<file path="src/rtl/pipe_pkg.sv">
// Shared types and constants for the generic pipeline stage register.
// The stage FSM encodes how many beats the stage holds: empty, one beat
// in the main register, or main plus skid entry (skid build only).
package pipe_pkg;

    typedef enum logic [1:0] {
        ST_EMPTY = 2'd0,
        ST_BUSY  = 2'd1,
        ST_FULL  = 2'd2
    } pipe_state_t;

    localparam int DEF_DATA_W  = 32;
    localparam int DEF_NUM_OPS = 3;
    localparam int DEF_CTRL_W  = 16;
    localparam int DEF_CNT_W   = 16;

    localparam int OCC_W = 2;
    localparam logic [OCC_W-1:0] OCC_EMPTY = 2'd0;
    localparam logic [OCC_W-1:0] OCC_BUSY  = 2'd1;
    localparam logic [OCC_W-1:0] OCC_FULL  = 2'd2;

    // Number of beats held in a given state; this is also what a flush
    // in that state adds to the kill counter.
    function automatic logic [OCC_W-1:0] occ_of(pipe_state_t s);
        case (s)
            ST_BUSY: return OCC_BUSY;
            ST_FULL: return OCC_FULL;
            default: return OCC_EMPTY;
        endcase
    endfunction

endpackage

</file>
<file path="src/rtl/pipe_skid_slot.sv">
// One load-enabled storage entry (control bundle + operands) with a valid
// bit. Used as the main register and, in the skid build, the skid entry.
module pipe_skid_slot #(
    parameter int W = 8
) (
    input  logic         CLK,
    input  logic         RST,
    input  logic         load_i,
    input  logic         drop_i,
    input  logic [W-1:0] data_i,
    output logic         valid_o,
    output logic [W-1:0] data_o
);

    logic         valid_q;
    logic [W-1:0] data_q;

    // Valid bit: a drop (flush or drain) wins over a simultaneous load.
    always_ff @(posedge CLK or posedge RST) begin
        if (RST) begin
            valid_q <= 1'b0;
        end else if (drop_i) begin
            valid_q <= 1'b0;
        end else if (load_i) begin
            valid_q <= 1'b1;
        end
    end

    // Payload only changes on a real load so it holds after drain or flush.
    always_ff @(posedge CLK or posedge RST) begin
        if (RST) begin
            data_q <= '0;
        end else if (load_i && !drop_i) begin
            data_q <= data_i;
        end
    end

    assign valid_o = valid_q;
    assign data_o  = data_q;

endmodule

</file>
<file path="src/rtl/pipe_stage_reg.sv">
// Flow-controlled pipeline stage register: packed control bundle plus
// NUM_OPS operand lanes, valid/ready handshake, stall, flush and a
// saturating count of beats killed by flush.
// Build option: define PIPE_SKID_EN to add a skid entry so READY_OUT is
// registered (no path from READY_IN/STALL); otherwise a single register
// with a combinational READY_OUT.
module pipe_stage_reg
    import pipe_pkg::*;
#(
    parameter int DATA_W  = DEF_DATA_W,
    parameter int NUM_OPS = DEF_NUM_OPS,
    parameter int CTRL_W  = DEF_CTRL_W,
    parameter int CNT_W   = DEF_CNT_W
) (
    input  logic                      CLK,
    input  logic                      RST,
    input  logic                      FLUSH,
    input  logic                      STALL,
    input  logic                      VALID_IN,
    output logic                      READY_OUT,
    input  logic [CTRL_W-1:0]         CTRL_IN,
    input  logic [NUM_OPS*DATA_W-1:0] OPS_IN,
    output logic                      VALID_OUT,
    input  logic                      READY_IN,
    output logic [CTRL_W-1:0]         CTRL_OUT,
    output logic [NUM_OPS*DATA_W-1:0] OPS_OUT,
    output logic [OCC_W-1:0]          OCCUPANCY,
    output logic [CNT_W-1:0]          KILL_CNT
);

    localparam int OPS_W  = NUM_OPS * DATA_W;
    localparam int SLOT_W = CTRL_W + OPS_W;

    pipe_state_t       state_q, state_d;
    logic [OCC_W-1:0]  occ_q;
    logic [CNT_W-1:0]  kill_q, kill_d;
    logic [CNT_W:0]    kill_sum;

    logic              rdy_eff, accept, emit, ready_out;
    logic              main_load, main_drop, main_valid;
    logic [SLOT_W-1:0] main_din, main_dout, in_beat;

    assign rdy_eff = READY_IN & ~STALL;
    assign in_beat = {CTRL_IN, OPS_IN};
    assign accept  = VALID_IN & ready_out;
    assign emit    = main_valid & rdy_eff;

    // State register; occupancy is registered alongside it from the next state.
    always_ff @(posedge CLK or posedge RST) begin
        if (RST) begin
            state_q <= ST_EMPTY;
            occ_q   <= OCC_EMPTY;
        end else begin
            state_q <= state_d;
            occ_q   <= occ_of(state_d);
        end
    end

`ifdef PIPE_SKID_EN
    logic              skid_load, skid_drop, skid_valid;
    logic [SLOT_W-1:0] skid_dout;

    assign ready_out = (state_q != ST_FULL);

    // Next state: flush empties the stage, otherwise track beats held.
    always_comb begin
        state_d = state_q;
        if (FLUSH) begin
            state_d = ST_EMPTY;
        end else begin
            case (state_q)
                ST_EMPTY: if (accept) state_d = ST_BUSY;
                ST_BUSY: begin
                    if (accept && !emit) begin
                        state_d = ST_FULL;
                    end else if (emit && !accept) begin
                        state_d = ST_EMPTY;
                    end
                end
                ST_FULL:  if (emit) state_d = ST_BUSY;
                default:  state_d = ST_EMPTY;
            endcase
        end
    end

    // Slot controls: a beat arriving while main is stuck parks in the skid
    // entry, and the skid entry refills main first so order is preserved.
    always_comb begin
        main_load = 1'b0;
        main_drop = FLUSH;
        skid_load = 1'b0;
        skid_drop = FLUSH;
        main_din  = in_beat;
        case (state_q)
            ST_EMPTY: main_load = accept;
            ST_BUSY: begin
                main_load = accept & emit;
                skid_load = accept & ~emit;
                main_drop = FLUSH | (emit & ~accept);
            end
            ST_FULL: begin
                main_load = emit;
                skid_drop = FLUSH | emit;
            end
            default: ;
        endcase
        if (skid_valid) begin
            main_din = skid_dout;
        end
    end

    pipe_skid_slot #(.W(SLOT_W)) u_skid (
        .CLK     (CLK),
        .RST     (RST),
        .load_i  (skid_load),
        .drop_i  (skid_drop),
        .data_i  (in_beat),
        .valid_o (skid_valid),
        .data_o  (skid_dout)
    );
`else
    assign ready_out = ~main_valid | rdy_eff;

    // Next state: single register, so only empty and busy are reachable.
    always_comb begin
        state_d = state_q;
        if (FLUSH) begin
            state_d = ST_EMPTY;
        end else begin
            case (state_q)
                ST_EMPTY: if (accept) state_d = ST_BUSY;
                ST_BUSY:  if (emit && !accept) state_d = ST_EMPTY;
                default:  state_d = ST_EMPTY;
            endcase
        end
    end

    // Slot controls: load every accepted beat, drop when drained with no refill.
    always_comb begin
        main_load = accept;
        main_drop = FLUSH | (emit & ~accept);
        main_din  = in_beat;
    end
`endif

    pipe_skid_slot #(.W(SLOT_W)) u_main (
        .CLK     (CLK),
        .RST     (RST),
        .load_i  (main_load),
        .drop_i  (main_drop),
        .data_i  (main_din),
        .valid_o (main_valid),
        .data_o  (main_dout)
    );

    // Kill counter next value: add beats held at the flush, clamp at all-ones.
    always_comb begin
        kill_sum = {1'b0, kill_q} + (CNT_W + 1)'(occ_q);
        kill_d   = kill_q;
        if (FLUSH) begin
            kill_d = kill_sum[CNT_W] ? '1 : kill_sum[CNT_W-1:0];
        end
    end

    // Kill counter register.
    always_ff @(posedge CLK or posedge RST) begin
        if (RST) begin
            kill_q <= '0;
        end else begin
            kill_q <= kill_d;
        end
    end

    assign READY_OUT = ready_out;
    assign VALID_OUT = main_valid;
    assign CTRL_OUT  = main_valid ? main_dout[SLOT_W-1 -: CTRL_W] : '0;
    assign OPS_OUT   = main_dout[OPS_W-1:0];
    assign OCCUPANCY = occ_q;
    assign KILL_CNT  = kill_q;

endmodule
</file>
<file path="config.mk">
export PLATFORM = sky130hd
export DESIGN_NAME = pipe_stage_reg
export DESIGN_NICKNAME = d
export VERILOG_FILES = /design/src/rtl/pipe_pkg.sv /design/src/rtl/pipe_skid_slot.sv /design/src/rtl/pipe_stage_reg.sv
export SDC_FILE = /design/constraint.sdc
export NUM_CORES = 1
export LEC_CHECK = 0
export CORE_MARGIN = 2
export CORE_UTILIZATION = 46
export CTS_CLUSTER_SIZE = 14
export DETAILED_ROUTE_END_ITERATION = 7
export GPL_TIMING_DRIVEN = 1
export HOLD_SLACK_MARGIN = 0.02
export PLACE_DENSITY_LB_ADDON = 0.25
export SLEW_MARGIN = 30
export SYNTH_ARGS = -nofsm -noshare
export SYNTH_HDL_FRONTEND = slang
export SYNTH_HIERARCHICAL = 1
export SYNTH_SLANG_ARGS = --single-unit
</file>
<file path="constraint.sdc">
create_clock -name CLK -period 7.6 [get_ports CLK]
set_input_delay 1.52 -clock CLK [delete_from_list [all_inputs] [get_ports CLK]]
set_output_delay 1.52 -clock CLK [all_outputs]
set_load 0.05 [all_outputs]
</file>
==> results of run 1 <==
-- synth_stat cells (all sizes together) --
| cell | count |
|---|---|
| dfrtp | 133 |
| mux2 | 113 |
| nand2 | 21 |
| and2 | 17 |
| buf | 13 |
| xnor2 | 11 |
| inv | 9 |
| nor2 | 8 |
| nand4 | 6 |
| nor3 | 5 |
| nor4 | 3 |
| o21ai | 3 |
| a21oi | 2 |
| ha | 2 |
| mux2i | 2 |
| nand2b | 2 |
| a31oi | 1 |
| and3 | 1 |
| and4 | 1 |
| clkbuf | 1 |
| conb | 1 |
| fa | 1 |
| nor2b | 1 |
| nor3b | 1 |
| o41ai | 1 |
-- power breakdown --
part	internal [mW]	total [mW]	switching, mW
Sequential	0.848	0.946	0.0981
Clock	0.438	0.717	0.279
Combinational	0.440	1.08	0.636
-- final timing paths --
check,endpoint,start,cells past startpoint,slack [ps]
worst max-delay path,READY_OUT,READY_IN,4,2830
worst min-delay path,OCCUPANCY[0],state_q[1],1,430
worst max register to register,u_main/data_o[10],u_main/valid_o,5,5210
worst min register to register,OCCUPANCY[0],state_q[1],1,430
max in group asynchronous,u_main/data_o[76],RST,3,4760
min in group asynchronous,u_main/data_o[105],RST,2,1580
-- kinds of logic (layout without fill, tap and decap cells) --
kind of cell | after synthesis | in the layout | synth area share, %
flip-flops | 133 | 133 | 57.8
multiplexers | 115 | 115 | 27.7
AND/OR/NAND/NOR | 66 | 66 | 7.02
buffers and inverters | 23 | 293 | 4.26
XOR/XNOR | 11 | 11 | 1.67
AO/OA/AOI/OAI | 7 | 7 | 0.696
adder cells (fa/ha/maj) | 3 | 3 | 0.783
other | 1 | 2 | 0.0652
-- placed cells by master, fill, tap and decap left out, drive strengths merged, types with 4 or more instances in the layout --
cell type and n:
clkbuf 26, nand2 21, mux2 113, dfrtp 133
inv 9, buf 4, nor3 5, nor2 8
clkdlybuf4s50 249, nand4 6, and2 17, xnor2 11
clkinv 5
-- layer usage --
layer / GRT usage, % / vias up / wire (um)
met5: 0 / - / 0
li1: - / 1749 / -
met4: 7.62 / 0 / 237
met1: 24.8 / 1855 / 5540
met2: 35.6 / 153 / 7100
met3: 8.84 / 16 / 1300
-- worst reg2reg max path, stage by stage (launching register included) --
cell	delay, ps
dfrtp_1	580
o21ai_0	270
and2_1	220
nor2b_4	190
buf_4	610
mux2_4	410
-- state kept, by name, summed over array words and instances (netlist names) --
name,count
OCCUPANCY,2
state_q,2
u_main/valid_o,1
KILL_CNT,16
u_main/data_o,112
-- final cells by class --
type / instances / area [um2] / share of cell area, %
inverter: 9 / 36.3 / 0.412
multi-input combinational: 204 / 2190 / 24.8
tap: 168 / 210 / 2.39
clock buffer: 26 / 489 / 5.55
clock inverter: 5 / 25.0 / 0.284
timing repair buffer: 253 / 2530 / 28.8
sequential: 133 / 3330 / 37.8
-- stage by stage --
| stage | std cells | util [%] | worst slack [ps] | area, um2 | hold slack (ps) |
|---|---|---|---|---|---|
| CTS | 798 | 72.7 | 2830 | 8810 | 430 |
| global route | 798 | 72.7 | 2730 | 8810 | 463 |
| finish | 798 | 72.7 | 2830 | 8810 | 431 |
| detailed placement | 767 | 68.5 | 2850 | 8300 | 425 |
| global placement | 767 | 68.5 | 2950 | 8300 | 417 |
| floorplan | 360 | - | 3090 | 5760 | 414 |
==> impl_metrics.env, run 1 <==
export IMPL_status="finished clean"
export IMPL_ys_ff_latch=133
export IMPL_cp_num_buf_inv=3
export IMPL_start_util_pct=47.5
export IMPL_setup_viol=0
export IMPL_htree_levels=4
export IMPL_rsz0062_at_grt="false"
export IMPL_period_share_pct=62.7
export IMPL_ys_top_cells_by_area="dfrtp_1 (58%), mux2_4 (21%), mux2_2 (6.3%)"
export IMPL_setup_tns_ps=0
export IMPL_fmax_mhz=210
export IMPL_worst_pin_slew_ps=774
export IMPL_num_rows=40
export IMPL_cts_tree="built"
export IMPL_clkSlewWorstSetupHoldPaths_ps=50
export IMPL_coreArea_mm2=0.0121
export IMPL_vias=3773
export IMPL_clk_latency_ps=410
export IMPL_drv_slew=0
export IMPL_grt_overflow=0
export IMPL_drtIter0Drc=147
export IMPL_routabilityCongestion=0.752
export IMPL_cts_resized=0
export IMPL_critPathTopFamily="buffers and inverters"
export IMPL_postCtsHoldBufs=0
export IMPL_peakVddDrop_mv=0.233
export IMPL_crit_arrival_ps=3250
export IMPL_slew_headroom_pct=48.4
export IMPL_post_cts_buffers=0
export IMPL_area_growth_pct=53.1
export IMPL_syn_area_mm2=0.00576
export IMPL_hpwlAfterDp_um=10200
export IMPL_cts_buffers_inserted=17
export IMPL_portBuffers=249
export IMPL_syn_inst=359
export IMPL_drv_cap=0
export IMPL_clkSinkCount=133
export IMPL_ctsLongestPathBuffers=2
export IMPL_chipHeight_um=116
export IMPL_synth_top_cell_area_share_pct=57.8
export IMPL_viasPerCell=4.73
export IMPL_path_cells="clkdlybuf4s50_1 > inv_1 > o21ai_0 > clkdlybuf4s50_1"
export IMPL_min_delay_path_class="reg2reg"
export IMPL_grt_usage_pct=21.3
export IMPL_hold_viol_final=0
export IMPL_ys_types=34
export IMPL_slowest_delay_ps=880
export IMPL_first_pass_iters=4
export IMPL_seq_area_frac_synth_pct=57.8
export IMPL_antenna_left=0
export IMPL_total_power_mw=2.74
export IMPL_grt_max_degree=72
export IMPL_finClkSkew_ps=5.46
export IMPL_drive_gt1_share_pct=23.5
export IMPL_drc=0
export IMPL_p_leak_nw=3.86
export IMPL_end_kind="output pin"
export IMPL_clock_root_buffer="clkbuf_16"
export IMPL_finalCriticalPeriod_ps=4770
export IMPL_synth_top_area_cell="dfrtp_1"
export IMPL_powerDensity_mw_per_mm2=311
export IMPL_critPathMostFrequentCell="clkdlybuf4s50_1"
export IMPL_yosys_warnings=6
export IMPL_final_nets=739
export IMPL_antenna_found_initial=0
export IMPL_cp_start_kind="primary input"
export IMPL_worstSetupPathType="in2out"
export IMPL_grt_pass1_wl_um=21600
export IMPL_cp_max_fo=3
export IMPL_syn_area_per_cell_um2=16.0
export IMPL_fill_cells=853
export IMPL_die_area_mm2=0.0134
export IMPL_boundaryPins=250
export IMPL_wl_um=14200
export IMPL_antenna_cells=0
export IMPL_detail_route_wl_per_cell_um=17.8
export IMPL_die_width_um=116
export IMPL_cpMaxStageDelayCell="clkdlybuf4s50_1"
export IMPL_required_ps=6080
export IMPL_grt_pass1_vias=4018
No activity file was read; power rests on OpenSTA's default activity.
==> run 2, diff against run 1 <==
--- a/config.mk
+++ b/config.mk
@@ -6,7 +6,7 @@
 export NUM_CORES = 1
 export LEC_CHECK = 0
 export CORE_MARGIN = 2
-export CORE_UTILIZATION = 46
+export CORE_UTILIZATION = 42
 export CTS_CLUSTER_SIZE = 14
 export DETAILED_ROUTE_END_ITERATION = 7
 export GPL_TIMING_DRIVEN = 1
==> constraint.sdc (replaced) <==
create_clock -name CLK -period 4.7 [get_ports CLK]
set_input_delay 0.94 -clock CLK [delete_from_list [all_inputs] [get_ports CLK]]
set_output_delay 0.94 -clock CLK [all_outputs]
set_load 0.05 [all_outputs]
==> run 2 against run 1 <==
Total power grew 64%. Largest power group unchanged. Combinational power increased by 61%. Sequential share of layout area decreased by 0.33 points. Sequential power up 61%. Die area is 9.2% higher. Non-clock buffer count increased by 2. Clock skew up 0.62 ps. Core utilization shrank 5.9 points. Register-to-register slack worse by 3100 ps. Routed wire length is 4.2% lower.
==> impl_metrics.env, run 2 (synthesized netlist as in run 1, its figures left out) <==
export IMPL_status="finished clean"
export IMPL_die_width_um=121
export IMPL_worstSetupEndpoint="READY_OUT"
export IMPL_ff2ff_path_depth=5
export IMPL_antenna_left=0
export IMPL_cts_resized=0
export IMPL_viasPerCell=4.69
export IMPL_antenna_found_initial=0
export IMPL_p_leak_nw=3.89
export IMPL_mostFrequentLayoutCell="clkdlybuf4s50_1"
export IMPL_layout_common_cells="clkdlybuf4s50_1 (249), dfrtp_1 (133), mux2_4 (80), mux2_2 (32), nand2_1 (21)"
export IMPL_wl_um=13600
export IMPL_final_cell_area_mm2=0.00889
export IMPL_final_nets=741
export IMPL_worstHoldStart="state_q[1]"
export IMPL_dpl_worst_slack_ps=1180
export IMPL_cp_startpoint="READY_IN"
export IMPL_cp_max_fo=3
export IMPL_grt_usage_pct=19.1
export IMPL_setup_tns_ps=0
export IMPL_chipHeight_um=121
export IMPL_die_area_mm2=0.0147
export IMPL_post_cts_buffers=0
export IMPL_finalCriticalPeriod_ps=3530
export IMPL_postCtsHoldBufs=0
export IMPL_clkSlewWorstSetupHoldPaths_ps=50
export IMPL_period_share_pct=75.0
export IMPL_clock_root_buffer="clkbuf_16"
export IMPL_grt_pass1_vias=4100
export IMPL_rsz0062_at_grt="false"
export IMPL_grt_pass1_wl_um=21500
export IMPL_drv_slew=0
export IMPL_fmax_mhz=284
export IMPL_drv_cap=0
export IMPL_cts_buffers_inserted=17
export IMPL_worst_slack_ps=1170
export IMPL_min_delay_path_class="reg2reg"
export IMPL_worstReg2RegStart="u_main/valid_o"
export IMPL_setup_viol=0
export IMPL_slew_headroom_pct=47.2
export IMPL_grt_max_degree=91
export IMPL_placed_area_mm2=0.00834
export IMPL_drtIter0Drc=156
export IMPL_peakVddDrop_mv=0.416
export IMPL_required_ps=3760
export IMPL_cts_tree="built"
export IMPL_portBuffers=249
export IMPL_vias=3794
export IMPL_r2r_setup_slack_ps=2100
export IMPL_clk_latency_ps=410
export IMPL_crit_arrival_ps=2590
export IMPL_coreArea_mm2=0.0133
export IMPL_detail_route_wl_per_cell_um=16.8
export IMPL_num_rows=42
export IMPL_drc=0
export IMPL_clkSinkCount=133
export IMPL_area_growth_pct=54.4
export IMPL_hpwlAfterDp_um=9790
export IMPL_hold_viol_final=0
export IMPL_grt_overflow=0
export IMPL_cp_start_kind="primary input"
export IMPL_finClkSkew_ps=6.08
export IMPL_fill_cells=974
export IMPL_first_pass_iters=4
export IMPL_drive_gt1_share_pct=24.6
export IMPL_htree_levels=4
export IMPL_antenna_cells=0
export IMPL_start_util_pct=43.3
export IMPL_ctsLongestPathBuffers=2
export IMPL_routabilityCongestion=0.813
export IMPL_worst_pin_slew_ps=792
export IMPL_reg2reg_to="u_main/data_o[22]"
export IMPL_boundaryPins=250
export IMPL_powerDensity_mw_per_mm2=505
export IMPL_worstSetupPathType="in2out"
export IMPL_largest_reg_flops=112
export IMPL_end_kind="output pin"
run 2: changes by cell type in the layout (fill, tap and decap cells not counted), sizes merged:
cell / before / now
bufinv: 0 / 1
clkbuf: 26 / 19
clkinvlp: 0 / 3
buf: 4 / 6
clkinv: 5 / 8
inv: 9 / 10
run 2: cell type report:
cell class / instances / area, um2 / share of cell area (%)
clock inverter: 13 / 109 / 1.22
tap: 176 / 220 / 2.48
timing repair buffer: 255 / 2560 / 28.8
sequential: 133 / 3330 / 37.4
multi-input combinational: 204 / 2190 / 24.6
clock buffer: 19 / 443 / 4.98
inverter: 9 / 38.8 / 0.436
run 2: worst min path at each step:
stage / to / slack, ps / depth (start not counted)
2_1_floorplan: OCCUPANCY[0] / 410 / 1
3_3_place_gp: state_q[0] / 440 / 1
3_5_place_dp: OCCUPANCY[0] / 430 / 1
4_1_cts: OCCUPANCY[0] / 450 / 1
5_1_grt: OCCUPANCY[0] / 480 / 1
6_report: OCCUPANCY[0] / 460 / 1
run 2: where the power goes:
group	leakage [nW]	internal (mW)	switching, mW
clock	0.269	0.737	0.493
sequential	1.58	1.37	0.153
combinational	2.04	0.714	1.02
total	3.89	2.82	1.67
run 2: critical path, cell delays in order:
cell and delay [ps]:
clkdlybuf4s50_1 450, inv_1 50, o21ai_0 280, clkdlybuf4s50_1 870
run 2: stage by stage:
stage               utilization [%]  hold slack (ps)  power, mW  cells
floorplan                         -              414       2.68    360
global placement               62.7              442       3.26    777
detailed placement             62.7              431       3.29    777
CTS                            66.8              452       4.54    809
global route                   66.8              482       4.68    809
finish                         66.8              463       4.49    809
run 2: metal layers:
metal	GRT usage, %	routed length [um]	vias to the layer above
li1	-	-	1756
met1	24.1	5680	1855
met2	29.2	6390	163
met3	7.42	1240	20
met4	7.92	289	0
met5	0	0	-
==> run 3, diff against run 2 <==
==> constraint.sdc (replaced) <==
create_clock -name CLK -period 3.4 [get_ports CLK]
set_input_delay 0.68 -clock CLK [delete_from_list [all_inputs] [get_ports CLK]]
set_output_delay 0.68 -clock CLK [all_outputs]
set_load 0.05 [all_outputs]
==> run 3 against run 2 <==
Sequential share of layout area shrank 0.41 points. Worst setup slack lost 860 ps. Global-route usage grew 0.55 points. Critical path type unchanged. Critical endpoint unchanged.
==> impl_metrics.env, run 3 (synthesized netlist as in run 1, its figures left out) <==
export IMPL_ctsLongestPathBuffers=2
export IMPL_htree_levels=4
export IMPL_fill_cells=938
export IMPL_finalCriticalPeriod_ps=3090
export IMPL_seq_area_mm2=0.00333
export IMPL_hold_slack_ps=432
export IMPL_grt_pass1_vias=4226
export IMPL_drc=0
export IMPL_cts_tree="built"
export IMPL_final_cell_area_mm2=0.00898
export IMPL_cts_resized=0
export IMPL_drive_gt1_share_pct=24.6
export IMPL_worstSetupPathType="in2out"
export IMPL_num_rows=42
export IMPL_min_delay_path_class="reg2reg"
export IMPL_post_cts_buffers=0
export IMPL_required_ps=2720
export IMPL_antenna_left=0
export IMPL_hold_viol_final=0
export IMPL_mostFrequentLayoutCell="clkdlybuf4s50_1"
export IMPL_first_pass_iters=4
export IMPL_grt_max_degree=77
export IMPL_routabilityCongestion=0.812
export IMPL_start_util_pct=43.3
export IMPL_crit_arrival_ps=2410
export IMPL_multi_input_area_mm2=0.00219
export IMPL_drv_slew=0
export IMPL_antenna_cells=0
export IMPL_wl_um=14100
export IMPL_boundaryPins=250
export IMPL_antenna_found_initial=0
export IMPL_clock_root_buffer="clkbuf_16"
export IMPL_finClkSkew_ps=14.3
export IMPL_period_share_pct=90.8
export IMPL_worst_pin_slew_ps=939
export IMPL_hpwlAfterDp_um=10000
export IMPL_chipHeight_um=121
export IMPL_grt_usage_pct=19.6
export IMPL_setup_tns_ps=0
export IMPL_drv_cap=0
export IMPL_placed_area_mm2=0.00834
export IMPL_cts_buffers_inserted=17
export IMPL_p_leak_nw=3.93
export IMPL_peakVddDrop_mv=0.826
export IMPL_cp_max_fo=3
export IMPL_powerDensity_mw_per_mm2=724
export IMPL_viasPerCell=4.73
export IMPL_grt_pass1_wl_um=22000
export IMPL_clkSinkCount=133
export IMPL_drtIter0Drc=160
export IMPL_clk_latency_ps=420
export IMPL_setup_viol=0
export IMPL_detail_route_wl_per_cell_um=17.5
export IMPL_postCtsHoldBufs=0
export IMPL_die_width_um=121
export IMPL_end_kind="output pin"
export IMPL_die_area_mm2=0.0147
export IMPL_cp_start_kind="primary input"
export IMPL_coreArea_mm2=0.0133
export IMPL_layout_common_cells="clkdlybuf4s50_1 (249), dfrtp_1 (133), mux2_4 (80), mux2_2 (32), nand2_1 (21)"
export IMPL_final_nets=740
export IMPL_area_growth_pct=56.1
export IMPL_fmax_mhz=324
export IMPL_vias=3817
export IMPL_rsz0062_at_grt="false"
export IMPL_grt_overflow=0
export IMPL_largest_reg_flops=112
export IMPL_slew_headroom_pct=36.6
export IMPL_clkSlewWorstSetupHoldPaths_ps=60
export IMPL_status="finished clean"
export IMPL_portBuffers=249
==> run 3: metal layers <==
layer / share of wire, % / global-route usage [%]
met1: 41 / 23.9
met2: 47 / 30.8
met3: 9.6 / 7.94
met4: 2.4 / 8.36
met5: 0 / 0
==> run 3: final cells by class <==
type	count	share of cell area (%)
clock buffers	18	4.89
clock inverters	13	2.30
inverters	9	0.418
multi-input cells	204	24.3
flip-flops and latches	133	37.0
well taps	176	2.45
repair buffers	254	28.6
==> run 3: worst paths after layout <==
check,from,to,slack [ps],cells after the start
worst max register to register,u_main/valid_o,u_main/data_o[72],840,5
max in group asynchronous,RST,KILL_CNT[4],2120,2
worst max-delay path,READY_IN,READY_OUT,310,4
worst min register to register,state_q[1],state_q[0],430,1
min in group asynchronous,RST,u_main/data_o[106],530,2
worst min-delay path,state_q[1],state_q[0],430,1
==> run 3: power breakdown <==
group          leakage, nW  internal [mW]  switching [mW]
logic                 2.03          0.987            1.42
clock network        0.312           1.31           0.674
registers             1.58           1.89           0.219
total                 3.93           4.20            2.31
==> run 3: critical path, cell delays in order <==
cell and delay, ps:
clkdlybuf4s50_1 460, inv_1 50, o21ai_0 340, clkdlybuf4s50_1 880
==> run 3: metrics by stage <==
stage | setup WS, ps | util (%) | power, mW | cells
3_3_place_gp | 433 | 62.7 | 4.51 | 776
6_report | 314 | 67.6 | 6.51 | 807
2_1_floorplan | 304 | - | 3.70 | 360
5_1_grt | 241 | 67.6 | 6.75 | 807
4_1_cts | 335 | 67.6 | 6.58 | 807
3_5_place_dp | 358 | 62.7 | 4.55 | 776
